$ cat config.mk
export PLATFORM = sky130hd
export DESIGN_NAME = mc_control_fsm
export DESIGN_NICKNAME = d
export VERILOG_FILES = /design/src/rtl/mc_control_fsm_pkg.sv /design/src/rtl/mc_control_fsm_decode.sv /design/src/rtl/mc_control_fsm.sv
export SDC_FILE = /design/constraint.sdc
export NUM_CORES = 1
export LEC_CHECK = 0
export CORE_MARGIN = 1
export CORE_UTILIZATION = 42
export DETAILED_ROUTE_END_ITERATION = 6
export PLACE_DENSITY_LB_ADDON = 0.05
export SLEW_MARGIN = 20
export SYNTH_ARGS = -nofsm -noshare
export SYNTH_HDL_FRONTEND = slang
export SYNTH_HIERARCHICAL = 1
export SYNTH_SLANG_ARGS = --single-unit
$ cat constraint.sdc
create_clock -name clk -period 2.1 [get_ports clk]
set_clock_uncertainty 0.2 [all_clocks]
set_input_delay 0.42 -clock clk [delete_from_list [all_inputs] [get_ports clk]]
set_output_delay 0.42 -clock clk [all_outputs]
set_load 0.01 [all_outputs]
$ cat src/rtl/mc_control_fsm_pkg.sv
// Shared encodings for the multi-cycle controller and the datapath muxes it steers.
// State codes, opcodes, ALU operand-B selects, ALU op codes and the control-word struct.
package mc_control_fsm_pkg;

  typedef enum logic [3:0] {
    S_FETCH     = 4'd0,
    S_DECODE    = 4'd1,
    S_MEM_ADDR  = 4'd2,
    S_MEM_READ  = 4'd3,
    S_MEM_WB    = 4'd4,
    S_MEM_WRITE = 4'd5,
    S_R_EXEC    = 4'd6,
    S_R_WB      = 4'd7,
    S_BRANCH    = 4'd8,
    S_JUMP      = 4'd9,
    S_I_EXEC    = 4'd10,
    S_I_WB      = 4'd11
  } state_t;

  localparam logic [5:0] OP_RTYPE = 6'h00;
  localparam logic [5:0] OP_LW    = 6'h23;
  localparam logic [5:0] OP_SW    = 6'h2B;
  localparam logic [5:0] OP_BEQ   = 6'h04;
  localparam logic [5:0] OP_BNE   = 6'h05;
  localparam logic [5:0] OP_J     = 6'h02;
  localparam logic [5:0] OP_ADDI  = 6'h08;
  localparam logic [5:0] OP_ANDI  = 6'h0C;
  localparam logic [5:0] OP_ORI   = 6'h0D;

  localparam logic [2:0] SRCB_B        = 3'd0;
  localparam logic [2:0] SRCB_FOUR     = 3'd1;
  localparam logic [2:0] SRCB_SEXT     = 3'd2;
  localparam logic [2:0] SRCB_SEXT_SH2 = 3'd3;
  localparam logic [2:0] SRCB_ZEXT     = 3'd4;

  localparam logic [1:0] ALUOP_ADD   = 2'b00;
  localparam logic [1:0] ALUOP_SUB   = 2'b01;
  localparam logic [1:0] ALUOP_FUNCT = 2'b10;
  localparam logic [1:0] ALUOP_LOGIC = 2'b11;

  localparam logic [1:0] PCSRC_ALU    = 2'd0;
  localparam logic [1:0] PCSRC_ALUOUT = 2'd1;
  localparam logic [1:0] PCSRC_JUMP   = 2'd2;

  typedef struct packed {
    logic       pc_write;
    logic       ir_write;
    logic       mem_read;
    logic       mem_write;
    logic       i_or_d;
    logic       reg_write;
    logic       reg_dst;
    logic       mem_to_reg;
    logic       alu_src_a;
    logic [2:0] alu_src_b;
    logic [1:0] alu_op;
    logic [1:0] pc_source;
    logic       illegal;
  } ctrl_t;

  function automatic logic op_supported(input logic [5:0] op);
    case (op)
      OP_RTYPE, OP_LW, OP_SW, OP_BEQ, OP_BNE, OP_J,
      OP_ADDI, OP_ANDI, OP_ORI: op_supported = 1'b1;
      default:                  op_supported = 1'b0;
    endcase
  endfunction

endpackage

$ cat src/rtl/mc_control_fsm_decode.sv
// Combinational control-word decode for the multi-cycle controller.
// Outputs depend on state, plus opcode/zero/mem_ready in the states that need them.
module mc_ctrl_decode
  import mc_control_fsm_pkg::*;
(
  input  state_t     state,
  input  logic [5:0] opcode,
  input  logic       zero,
  input  logic       mem_ready,
  output ctrl_t      ctrl
);

  always_comb begin
    ctrl = '0;
    case (state)
      S_FETCH: begin
        ctrl.mem_read  = 1'b1;
        ctrl.alu_src_b = SRCB_FOUR;
        ctrl.alu_op    = ALUOP_ADD;
        ctrl.pc_source = PCSRC_ALU;
        ctrl.ir_write  = mem_ready;
        ctrl.pc_write  = mem_ready;
      end
      S_DECODE: begin
        ctrl.alu_src_b = SRCB_SEXT_SH2;
        ctrl.alu_op    = ALUOP_ADD;
        ctrl.illegal   = ~op_supported(opcode);
      end
      S_MEM_ADDR: begin
        ctrl.alu_src_a = 1'b1;
        ctrl.alu_src_b = SRCB_SEXT;
        ctrl.alu_op    = ALUOP_ADD;
      end
      S_MEM_READ: begin
        ctrl.mem_read = 1'b1;
        ctrl.i_or_d   = 1'b1;
      end
      S_MEM_WB: begin
        ctrl.reg_write  = 1'b1;
        ctrl.mem_to_reg = 1'b1;
      end
      S_MEM_WRITE: begin
        ctrl.mem_write = 1'b1;
        ctrl.i_or_d    = 1'b1;
      end
      S_R_EXEC: begin
        ctrl.alu_src_a = 1'b1;
        ctrl.alu_src_b = SRCB_B;
        ctrl.alu_op    = ALUOP_FUNCT;
      end
      S_R_WB: begin
        ctrl.reg_write = 1'b1;
        ctrl.reg_dst   = 1'b1;
      end
      S_BRANCH: begin
        ctrl.alu_src_a = 1'b1;
        ctrl.alu_src_b = SRCB_B;
        ctrl.alu_op    = ALUOP_SUB;
        ctrl.pc_source = PCSRC_ALUOUT;
        ctrl.pc_write  = (opcode == OP_BNE) ? ~zero : zero;
      end
      S_JUMP: begin
        ctrl.pc_source = PCSRC_JUMP;
        ctrl.pc_write  = 1'b1;
      end
      S_I_EXEC: begin
        ctrl.alu_src_a = 1'b1;
        // addi sign-extends and adds; andi/ori zero-extend and let the ALU pick the logic op
        if (opcode == OP_ADDI) begin
          ctrl.alu_src_b = SRCB_SEXT;
          ctrl.alu_op    = ALUOP_ADD;
        end else begin
          ctrl.alu_src_b = SRCB_ZEXT;
          ctrl.alu_op    = ALUOP_LOGIC;
        end
      end
      S_I_WB: begin
        ctrl.reg_write = 1'b1;
      end
      default: ctrl = '0;
    endcase
  end

endmodule

$ cat src/rtl/mc_control_fsm.sv
// Multi-cycle MIPS-style control FSM: state register, next-state logic and decode instance.
// Memory handshake: an access issued in FETCH/MEM_READ/MEM_WRITE completes in the cycle mem_ready=1.
module mc_control_fsm
  import mc_control_fsm_pkg::*;
(
  input  logic       clk,
  input  logic       reset,
  input  logic [5:0] opcode,
  input  logic       zero,
  input  logic       mem_ready,
  output logic       pc_write,
  output logic       ir_write,
  output logic       mem_read,
  output logic       mem_write,
  output logic       i_or_d,
  output logic       reg_write,
  output logic       reg_dst,
  output logic       mem_to_reg,
  output logic       alu_src_a,
  output logic [2:0] alu_src_b,
  output logic [1:0] alu_op,
  output logic [1:0] pc_source,
  output logic       illegal,
  output logic [3:0] state
);

  state_t state_q;
  state_t state_d;
  ctrl_t  ctrl_raw;
  ctrl_t  ctrl;

  always_ff @(posedge clk or posedge reset) begin
    if (reset) state_q <= S_FETCH;
    else       state_q <= state_d;
  end

  always_comb begin
    state_d = S_FETCH;
    case (state_q)
      S_FETCH:  state_d = mem_ready ? S_DECODE : S_FETCH;
      S_DECODE: begin
        case (opcode)
          OP_RTYPE:               state_d = S_R_EXEC;
          OP_LW, OP_SW:           state_d = S_MEM_ADDR;
          OP_BEQ, OP_BNE:         state_d = S_BRANCH;
          OP_J:                   state_d = S_JUMP;
          OP_ADDI, OP_ANDI, OP_ORI: state_d = S_I_EXEC;
          default:                state_d = S_FETCH;
        endcase
      end
      S_MEM_ADDR:  state_d = (opcode == OP_LW) ? S_MEM_READ : S_MEM_WRITE;
      S_MEM_READ:  state_d = mem_ready ? S_MEM_WB : S_MEM_READ;
      S_MEM_WB:    state_d = S_FETCH;
      S_MEM_WRITE: state_d = mem_ready ? S_FETCH : S_MEM_WRITE;
      S_R_EXEC:    state_d = S_R_WB;
      S_R_WB:      state_d = S_FETCH;
      S_BRANCH:    state_d = S_FETCH;
      S_JUMP:      state_d = S_FETCH;
      S_I_EXEC:    state_d = S_I_WB;
      S_I_WB:      state_d = S_FETCH;
      default:     state_d = S_FETCH;
    endcase
  end

  mc_ctrl_decode u_decode (
    .state     (state_q),
    .opcode    (opcode),
    .zero      (zero),
    .mem_ready (mem_ready),
    .ctrl      (ctrl_raw)
  );

  // Reset forces state to FETCH, whose decode would raise mem_read; mask everything while held.
  assign ctrl = reset ? '0 : ctrl_raw;

  assign pc_write   = ctrl.pc_write;
  assign ir_write   = ctrl.ir_write;
  assign mem_read   = ctrl.mem_read;
  assign mem_write  = ctrl.mem_write;
  assign i_or_d     = ctrl.i_or_d;
  assign reg_write  = ctrl.reg_write;
  assign reg_dst    = ctrl.reg_dst;
  assign mem_to_reg = ctrl.mem_to_reg;
  assign alu_src_a  = ctrl.alu_src_a;
  assign alu_src_b  = ctrl.alu_src_b;
  assign alu_op     = ctrl.alu_op;
  assign pc_source  = ctrl.pc_source;
  assign illegal    = ctrl.illegal;
  assign state      = state_q;

endmodule

==> results of run 1 <==
[timing repair]
action | in CTS | in global routing
setup endpoints to repair | 18 | 17
cloned | 0 | 0
setup buffers | 5 | 5
resized for setup | 92 | 40
pin swaps | 8 | 11
endpoints found under the hold margin | 0 | 0
[critical path: stages]
cell      delay, ns
buf_8          0.11
nor4b_4        0.28
nor3b_4        0.24
buf_4          0.15
nor3_2         0.04
o21bai_1       0.15
nor2b_1        0.13
buf_2          0.14
[stage by stage]
step                area [sq um]  hold WS, ns  setup TNS (ns)  std cells  power, uW
floorplan                    752        0.198               0        101        339
global placement            1250        0.431           -7.32        175        567
detailed placement          1250        0.447           -7.61        175        580
CTS                         1330        0.355          -0.947        183        709
global route                1440        0.391           -1.53        188        875
finish                      1440        0.371          -0.684        188        833
[power groups by stage]
stage / Clock [uW] / Combinational (uW) / Sequential (uW)
after global placement: 0 / 458 / 108
final: 103 / 617 / 113
after global routing: 113 / 647 / 115
after floorplan: 0 / 216 / 123
after detailed placement: 0 / 469 / 110
after CTS: 105 / 491 / 113
[final cells by class]
class	count	area, sq um	area share, %
flip-flops and latches	4	104	7.20
multi-input cells	88	736	51.0
clock buffers	3	22.5	1.56
inverters	4	15.0	1.04
repair buffers	65	536	37.1
well taps	24	30.0	2.08
[cells by family (layout without fill, tap and decap cells)]
kind of cell           count (synthesis)  count (layout)  share of synthesized area [%]
AO/OA/AOI/OAI                         25              25                           23.5
flip-flops                             4               4                           13.3
AND/OR/NAND/NOR                       61              61                           55.7
buffers and inverters                  9              72                           5.16
XOR/XNOR                               2               2                           2.33
[cells in the final DEF, fill, tap and decap left out, types with 2 or more instances in the layout]
cell type	n
o41ai_1	3
nor2_4	2
a211oi_2	2
a21oi_1	3
nand2b_4	3
nand2_2	2
nor3b_1	2
nor3_4	3
nor2b_1	16
dlymetal6s2s_1	2
nor3_1	3
nand3_1	2
clkbuf_2	4
buf_2	13
or4_4	2
nor3_2	2
clkbuf_4	3
nor2_1	6
buf_6	10
clkdlybuf4s50_1	4
buf_8	2
a211o_1	2
dfrtp_2	3
nand4b_1	2
buf_4	26
nand2b_1	3
inv_1	4
o21ai_0	4
xnor2_1	2
or2_1	2
dlygate4sd2_1	2
[metal layers]
metal / wire (microns) / track usage, % / part of all wire [%]
met3: 327 / 6.53 / 9.1
met4: 89 / 12.7 / 2.5
met1: 1350 / 38.5 / 37
met5: 0 / 0 / 0
met2: 1830 / 48.8 / 51
[final timing paths]
path / from / end / depth (start not counted)
hold reg to reg: state[3] / state[2] / 3
setup / recovery: opcode[5] / alu_op[1] / 8
max in group asynchronous: reset / state[0] / 3
min in group clk: opcode[0] / state[2] / 4
setup reg to reg: state[0] / state[0] / 6
hold / removal: reset / state[3] / 3
==> reports/metrics.yaml, run 1 <==
power_density_mw_per_mm2: 577
port_buffers: 30
status: "finished, violations left"
power.share.clock_pct: 12.4
syn_avg_cell_area_sq_um: 7.45
cp.arrival_ns: 1.67
setup-violations-final: 9
die_h_microns: 44.3
synthCells: 101
yosys_most_used_dff: "dfrtp_1"
synth_top_area_share_pct: 14.1
dr.pass1.iters: 6
power_frac_comb_pct: 74.0
grt_antenna_before_repair: 0
p_sw_share_pct: 44.5
synth_common_cells: "nor2b_1 (17), nor2_1 (9), nor3_1 (7)"
fmax_ghz: 0.437
cp_max_fo: 3
internal_power_uw: 462
hold_path.class: "in2async"
clockRootBuffer: "clkbuf_4"
clockBufferDepth: 2
fin_ws_ns: -0.187
core_area_sq_mm: 0.00159
drt-total-wl_microns: 3600
period_needed_ns: 2.29
die-area_sq_mm: 0.00196
finalHoldViolCount: 0
numCtsBuffers: 3
initial_utilization_pct: 47.2
insertedDiodeCount: 0
p_seq_share_pct: 13.6
switching_power_uw: 371
ys_top_cells_by_area: "nor2b_1 (14%), dfrtp_1 (13%), nor3_1 (4.7%), nor2_1 (4.5%), nand2b_1 (4.2%)"
antenna_left: 0
gr-total-overflow: 0
worst_pin_slew_ns: 0.375
htree_levels: 1
cts_num_sinks: 4
route.detailed.drc: 2
max_slew_margin_pct: 74.7
grt_max_degree: 19
area_growth_pct: 91.8
n_fill_cell: 72
num_vias: 1129
grt_pass1_wl_microns: 4280
synth_edf_count: 0
slew_viol_final: 0
fin_nets: 176
path_class: "in2out"
dp_slack_ns: -0.868
rsz0062_at_grt: "yes"
finalCritPeriodShare_pct: 109
worstSkewPairLatency_ns: 0.25
dp_hpwl_microns: 1680
cts_tree: "built"
rows: 14
drive_gt1_share_pct: 53.7
ctsHoldBuffers: 0
largest_reg_flops: 4
async_reset_ff_share_pct: 100
leakage_uw: 0.000654
syn_nets: 111
grt_pass1_vias: 954
routabilityCongestion: 0.831
track_usage_pct: 30.1
wl_per_cell_microns: 19.1
vias_per_cell: 6.01
clkSlewWorstSetupHoldPaths_ns: 0.04
max-vdd-ir-drop_uv: 415
utilization_pct: 90.5
synth_cell_types: 40
ys_warn_count: 6
io_pins: 31
fp.dieW_microns: 44.3
synth.most_common_cell: "nor2b_1"
ys_seq_area_share_pct: 13.3
first_iter_violations: 49
worstSetupEndpointType: "primary output"
yosysTopAreaCell: "nor2b_1"
maxCapViolations: 0
rrSetupSlack_ns: 0.12
synth_area_sq_um: 752
violations: "design-rule violations, negative setup slack"
ys_seq_elements: 4
required_ns: 1.48
startpoint_type: "primary input"
(Power assumes the default switching activity.)
==> run 2: changes to the inputs <==
Settings changed: ABC_AREA set to 1, CORE_UTILIZATION 42 to 45.
==> run 2 against run 1 <==
Effect of this change:
- the run now ends clean
- clock-buffer cell count stayed put
- register-to-register slack improved by 0.46 ns
- global-route usage decreased by 4.2 points
- setup slack gained 0.21 ns
- synthesized area grew 15%
==> reports/metrics.yaml, run 2 <==
synth-simple-area-share_pct: 57.7
power_density_mw_per_mm2: 388
io_pins: 31
finalHoldViolCount: 0
cts_num_sinks: 4
rows: 15
synth_area_sq_um: 866
worstSkewPairLatency_ns: 0.23
grt_max_degree: 19
fmax_ghz: 0.481
grt_pass1_wl_microns: 4050
gr-total-overflow: 0
synth_cell_types: 25
dp_hpwl_microns: 1970
clkSlewWorstSetupHoldPaths_ns: 0.04
htree_levels: 1
drive_gt1_share_pct: 36.3
rsz0062_at_grt: "yes"
synth.most_common_cell: "nor2_1"
initial_utilization_pct: 49.1
slew_viol_final: 0
drt-total-wl_microns: 2760
area_growth_pct: 60.1
die-area_sq_mm: 0.00210
path_class: "reg2out"
setup-violations-final: 0
max-vdd-ir-drop_uv: 313
multi_input_area_sq_um: 622
cts_tree: "built"
n_fill_cell: 162
hold_path.class: "in2async"
period_needed_ns: 2.08
first_iter_violations: 13
clockBufferDepth: 2
syn_nets: 177
synthAdderAreaFrac_pct: 0
ys_warn_count: 6
routabilityCongestion: 0.868
track_usage_pct: 25.9
synth_xor_area_share_pct: 0
fin_nets: 238
grt_antenna_before_repair: 0
startpoint_type: "flop"
yosys_most_used_dff: "dfrtp_1"
wl_per_cell_microns: 11.0
synth_edf_count: 0
finalCritPeriodShare_pct: 99.0
antenna_left: 0
grt_pass1_vias: 1055
synthCells: 167
die_h_microns: 45.9
cp.arrival_ns: 1.46
layout_common_cells: "nor2_1 (37), inv_1 (33), buf_4 (25)"
synth_top_area_share_pct: 16.5
async_reset_ff_share_pct: 100
core_area_sq_mm: 0.00176
num_vias: 1232
vias_per_cell: 4.91
yosysTopAreaCell: "nor2_1"
ys_top_cells_by_area: "nor2_1 (16%), inv_1 (15%), dfrtp_1 (12%), nand2_1 (11%), nand3_1 (6.9%)"
numCtsBuffers: 3
worstSetupEndpointType: "primary output"
seq_area_sq_um: 101
ys_seq_area_share_pct: 11.6
fp.dieW_microns: 45.9
synth_compound_area_share_pct: 10.5
maxCapViolations: 0
route.detailed.drc: 0
muxShareOfSynthArea_pct: 0
insertedDiodeCount: 0
clockRootBuffer: "clkbuf_4"
ys_seq_elements: 4
leakage_uw: 0.000789
largest_reg_flops: 4
max_slew_margin_pct: 83.5
syn_avg_cell_area_sq_um: 5.18
layout_commonest_cell: "nor2_1"
p_total_uw: 538
cp_max_fo: 5
synth_top_family_by_area: "simple AND/OR/NAND/NOR gates"
worst_pin_slew_ns: 0.245
port_buffers: 30
synth_common_cells: "nor2_1 (38), inv_1 (35), nand2_1 (25)"
worst_hold_slack_ns: 0.354
dr.pass1.iters: 4
required_ns: 1.48
status: "complete, no violations"
run 2: worst paths after layout:
path                                 from      endpoint  cells after the start  slack, ns
worst max-delay path             state[3]  alu_src_b[1]                      9       0.02
worst min-delay path                reset      state[0]                      3       0.35
worst max register to register   state[3]      state[0]                      8       0.58
worst min register to register   state[2]      state[2]                      4       0.63
max in group asynchronous           reset      state[2]                      3       1.18
min in group clk                opcode[0]      state[2]                      5       0.52
run 2: layout make-up:
type / instances / area share, %
repair buffers: 58 / 32.0
flip-flops and latches: 4 / 7.31
inverters: 44 / 11.9
clock buffers: 3 / 1.62
well taps: 25 / 2.26
multi-input cells: 117 / 44.9
run 2: cells by family (layout without fill, tap and decap cells):
group | after synthesis | in the layout
simple gates | 102 | 102
buf+inv | 46 | 105
flops | 4 | 4
compound gates | 15 | 15
run 2: per-stage QoR:
step / std cells / setup TNS, ns / instance area [sq um] / setup WS (ns) / util (%)
floorplan: 167 / 0 / 866 / 0.244 / -
global placement: 237 / -5.13 / 1320 / -0.563 / 74.5
detailed placement: 237 / -5.67 / 1320 / -0.607 / 74.5
CTS: 244 / -0.0791 / 1330 / -0.0791 / 75.6
global route: 251 / -0.194 / 1390 / -0.0642 / 78.6
finish: 251 / 0 / 1390 / 0.0215 / 78.6
run 2: repair_timing:
| action | CTS | global route |
|---|---|---|
| hold buffers | 0 | 0 |
| pin swaps | 5 | 5 |
| resized for setup | 50 | 31 |
| hold endpoints to repair | 0 | 0 |
| buffers inserted | 4 | 7 |
| endpoints found under the setup margin | 17 | 18 |
run 2: where the power goes:
group / switching (uW) / internal [uW]
registers: 9.19 / 85.3
logic: 194 / 156
clock network: 30.5 / 63.8
total: 233 / 305
run 2: metal layers:
metal,up-vias,GRT usage [%],part of all wire [%]
met5,-,0,0
met4,0,14.1,1.7
met3,7,1.59,3.7
met2,50,48.5,55
met1,548,28.3,39
li1,627,-,-
run 2: critical path: stages (launching register included):
cell,delay (ns)
dfrtp_1,0.37
inv_2,0.08
nor2_4,0.12
inv_2,0.08
nor2_4,0.12
inv_2,0.05
o21ai_2,0.11
inv_1,0.05
nor2_1,0.09
buf_2,0.13
==> edit: new RTL, settings of run 1 <==
Make the reset (`reset`) synchronous in one clocked block.
--- a/src/rtl/mc_control_fsm.sv
+++ b/src/rtl/mc_control_fsm.sv
@@ -29,7 +29,7 @@
   ctrl_t  ctrl_raw;
   ctrl_t  ctrl;
 
-  always_ff @(posedge clk or posedge reset) begin
+  always_ff @(posedge clk) begin
     if (reset) state_q <= S_FETCH;
     else       state_q <= state_d;
   end
Check against the original RTL: differs if reset is asserted again (counterexample within 4 cycles, from zero or initial values and one cycle with reset high); with reset held inactive, the same outputs for 10 cycles.
==> edit against run 1 <==
  * The run ends with setup timing left
  * Design area is 6.7% lower
  * Setup slack improved by 0.030 ns
  * Highest routed layer unchanged
  * Routed wire length fell by 32%
  * Synthesized cell count is 15% higher
  * Die area grew 7.6%
  * Sequential cell count unchanged
  * Final cell count up 1.6%
  * First-iteration DRC count shrank 27%
  * Synthesized area increased by 8.0%
Power is not compared: it rests on default switching activity, and its combinational part moved more than twofold at a synthesized area within 25%.
==> edit: results (changes against run 1) <==
- DRT Pass-1 Iters: 4 (-2)
- Status: finished, violations left
- Number of fillers in the final layout: 143 (+99%)
- Setup_tns: -0.4284 ns (+0.2553 ns)
- Worst hold path class: flop to flop
- Mux cell area share after synthesis: 0% (unchanged)
- Crit path DAT: 1.64 ns (-0.03 ns)
- Post-Syn Nets: 126 (+14%)
- Commonest cells post-synth: 18 x nor2b_1, 10 x a21oi_1, 10 x nor2_1
- Peak supply drop: 0.1867 mV
- First-pass GRT wire length: 3926 um (-8.2%)
- Via count: 1,038 (-8.1%)
- Hold Crit Depth: 2
- Clk_lat worst skew: 0.23 ns (-0.02 ns)
- Failing checks: setup timing
- FF-to-FF End: state[3]
- Post-synthesis sequential area ratio: 9.861% (-3.4 points)
- Initial drt markers: 36 (-27%)
- Post-synthesis async set-or-reset flop share: 0% (-100 points)
- GPL Wtd Cong: 0.8782 (+5.7%)
- Wire length per cell: 12.79 um (-33%)
- Layout cells sized above 1: 38.55% (-15 points)
- DP Wirelength: 1597 um (-5.1%)
- Vias per cell: 5.435 (-9.5%)
- Ys flop type: dfxtp_1
- Cells after Synth: 116 (+15%)
- Top Family by Delay on Critical Path: simple AND/OR/NAND/NOR gates
- Post-synthesis compound-gate area fraction: 26.04% (+2.6 points)
- Distinct cells, synth: 38 (-5.0%)
- Slew @ Worst Pin: 0.3525 ns (-0.02204 ns)
- Reg2reg setup slack: 0.54 ns (+0.42 ns)
- GRT Total Usage: 24.76% (-5.4 points)
- N_diodes: 0 (unchanged)
- Reg2Reg Depth: 5 (-1)
- Xor-xnor portion of the synthesized cell area: 2.157% (-0.17 points)
- Final WS setup: -0.1573 ns (+0.03019 ns)
- DRC viols: 0 (-2)
- Dominant cells by area after synthesis: nor2b_1 14%, dfxtp_1 9.9%, a21oi_1 6.2%, nand2b_1 6.2%, nor3_1 5.5%
- R2R Path Start: state[0]
- Critical path peak fanout: 4 (+1)
- # setup viols final: 6 (-3)
- Vias in the first global route: 891 (-6.6%)
- Nets: 178 (+1.1%)
edit: changes by cell type in the layout (fill, tap and decap cells not counted), moves of 3 or more:
cell	run 1	this run
a21oi_1	3	10
buf_2	13	8
buf_4	26	21
buf_6	10	4
dfrtp_2	3	0
dlygate4sd2_1	2	10
nand3b_1	0	3
nor2_1	6	9
nor3_1	3	6
nor3_4	3	0
edit: through the flow:
stage,area [um2],setup slack [ns],hold slack (ns)
3_5_place_dp,1255,-0.8742,0.5016
5_1_grt,1346,-0.1991,0.4713
4_1_cts,1299,-0.1282,0.4511
6_report,1346,-0.1573,0.4442
3_3_place_gp,1255,-0.8557,0.4905
2_1_floorplan,812.0,0.1624,0.3965
edit: area by class of cell:
type | count | area, um2 | area share [%]
Multi-Input combinational cell | 101 | 742.0 | 55.11
Timing Repair Buffer | 54 | 445.4 | 33.09
Sequential cell | 4 | 90.09 | 6.691
Tap cell | 25 | 31.28 | 2.323
Clock buffer | 3 | 22.52 | 1.673
Inverter | 4 | 15.01 | 1.115
edit: routing by layer:
metal / vias to the layer above / global-route usage [%] / wire length, um
met5: - / 0 / 0
met4: 0 / 5.294 / 14
met3: 2 / 2.381 / 125
met2: 39 / 44.51 / 1284
met1: 477 / 31.31 / 1019
li1: 520 / - / -
edit: power by group:
group          internal [mW]  total, mW  switching [mW]  leakage (nW)
logic                 0.0754      0.147          0.0716         0.517
registers             0.0761     0.0795         0.00336        0.0349
clock network         0.0640     0.0966          0.0326        0.0138
total                  0.216      0.323           0.108         0.566
edit: what timing repair did:
action,4_1_cts,5_1_grt
gates resized for setup,80,15
setup endpoints to repair,17,10
buffers inserted,3,1
endpoints found under the hold margin,0,0
pin swaps,6,6
edit: tightest hold or removal path, stage by stage (launching register included):
cell and delay [ns]:
dfxtp_4 0.39, buf_8 0.16, a211oi_2 0.05
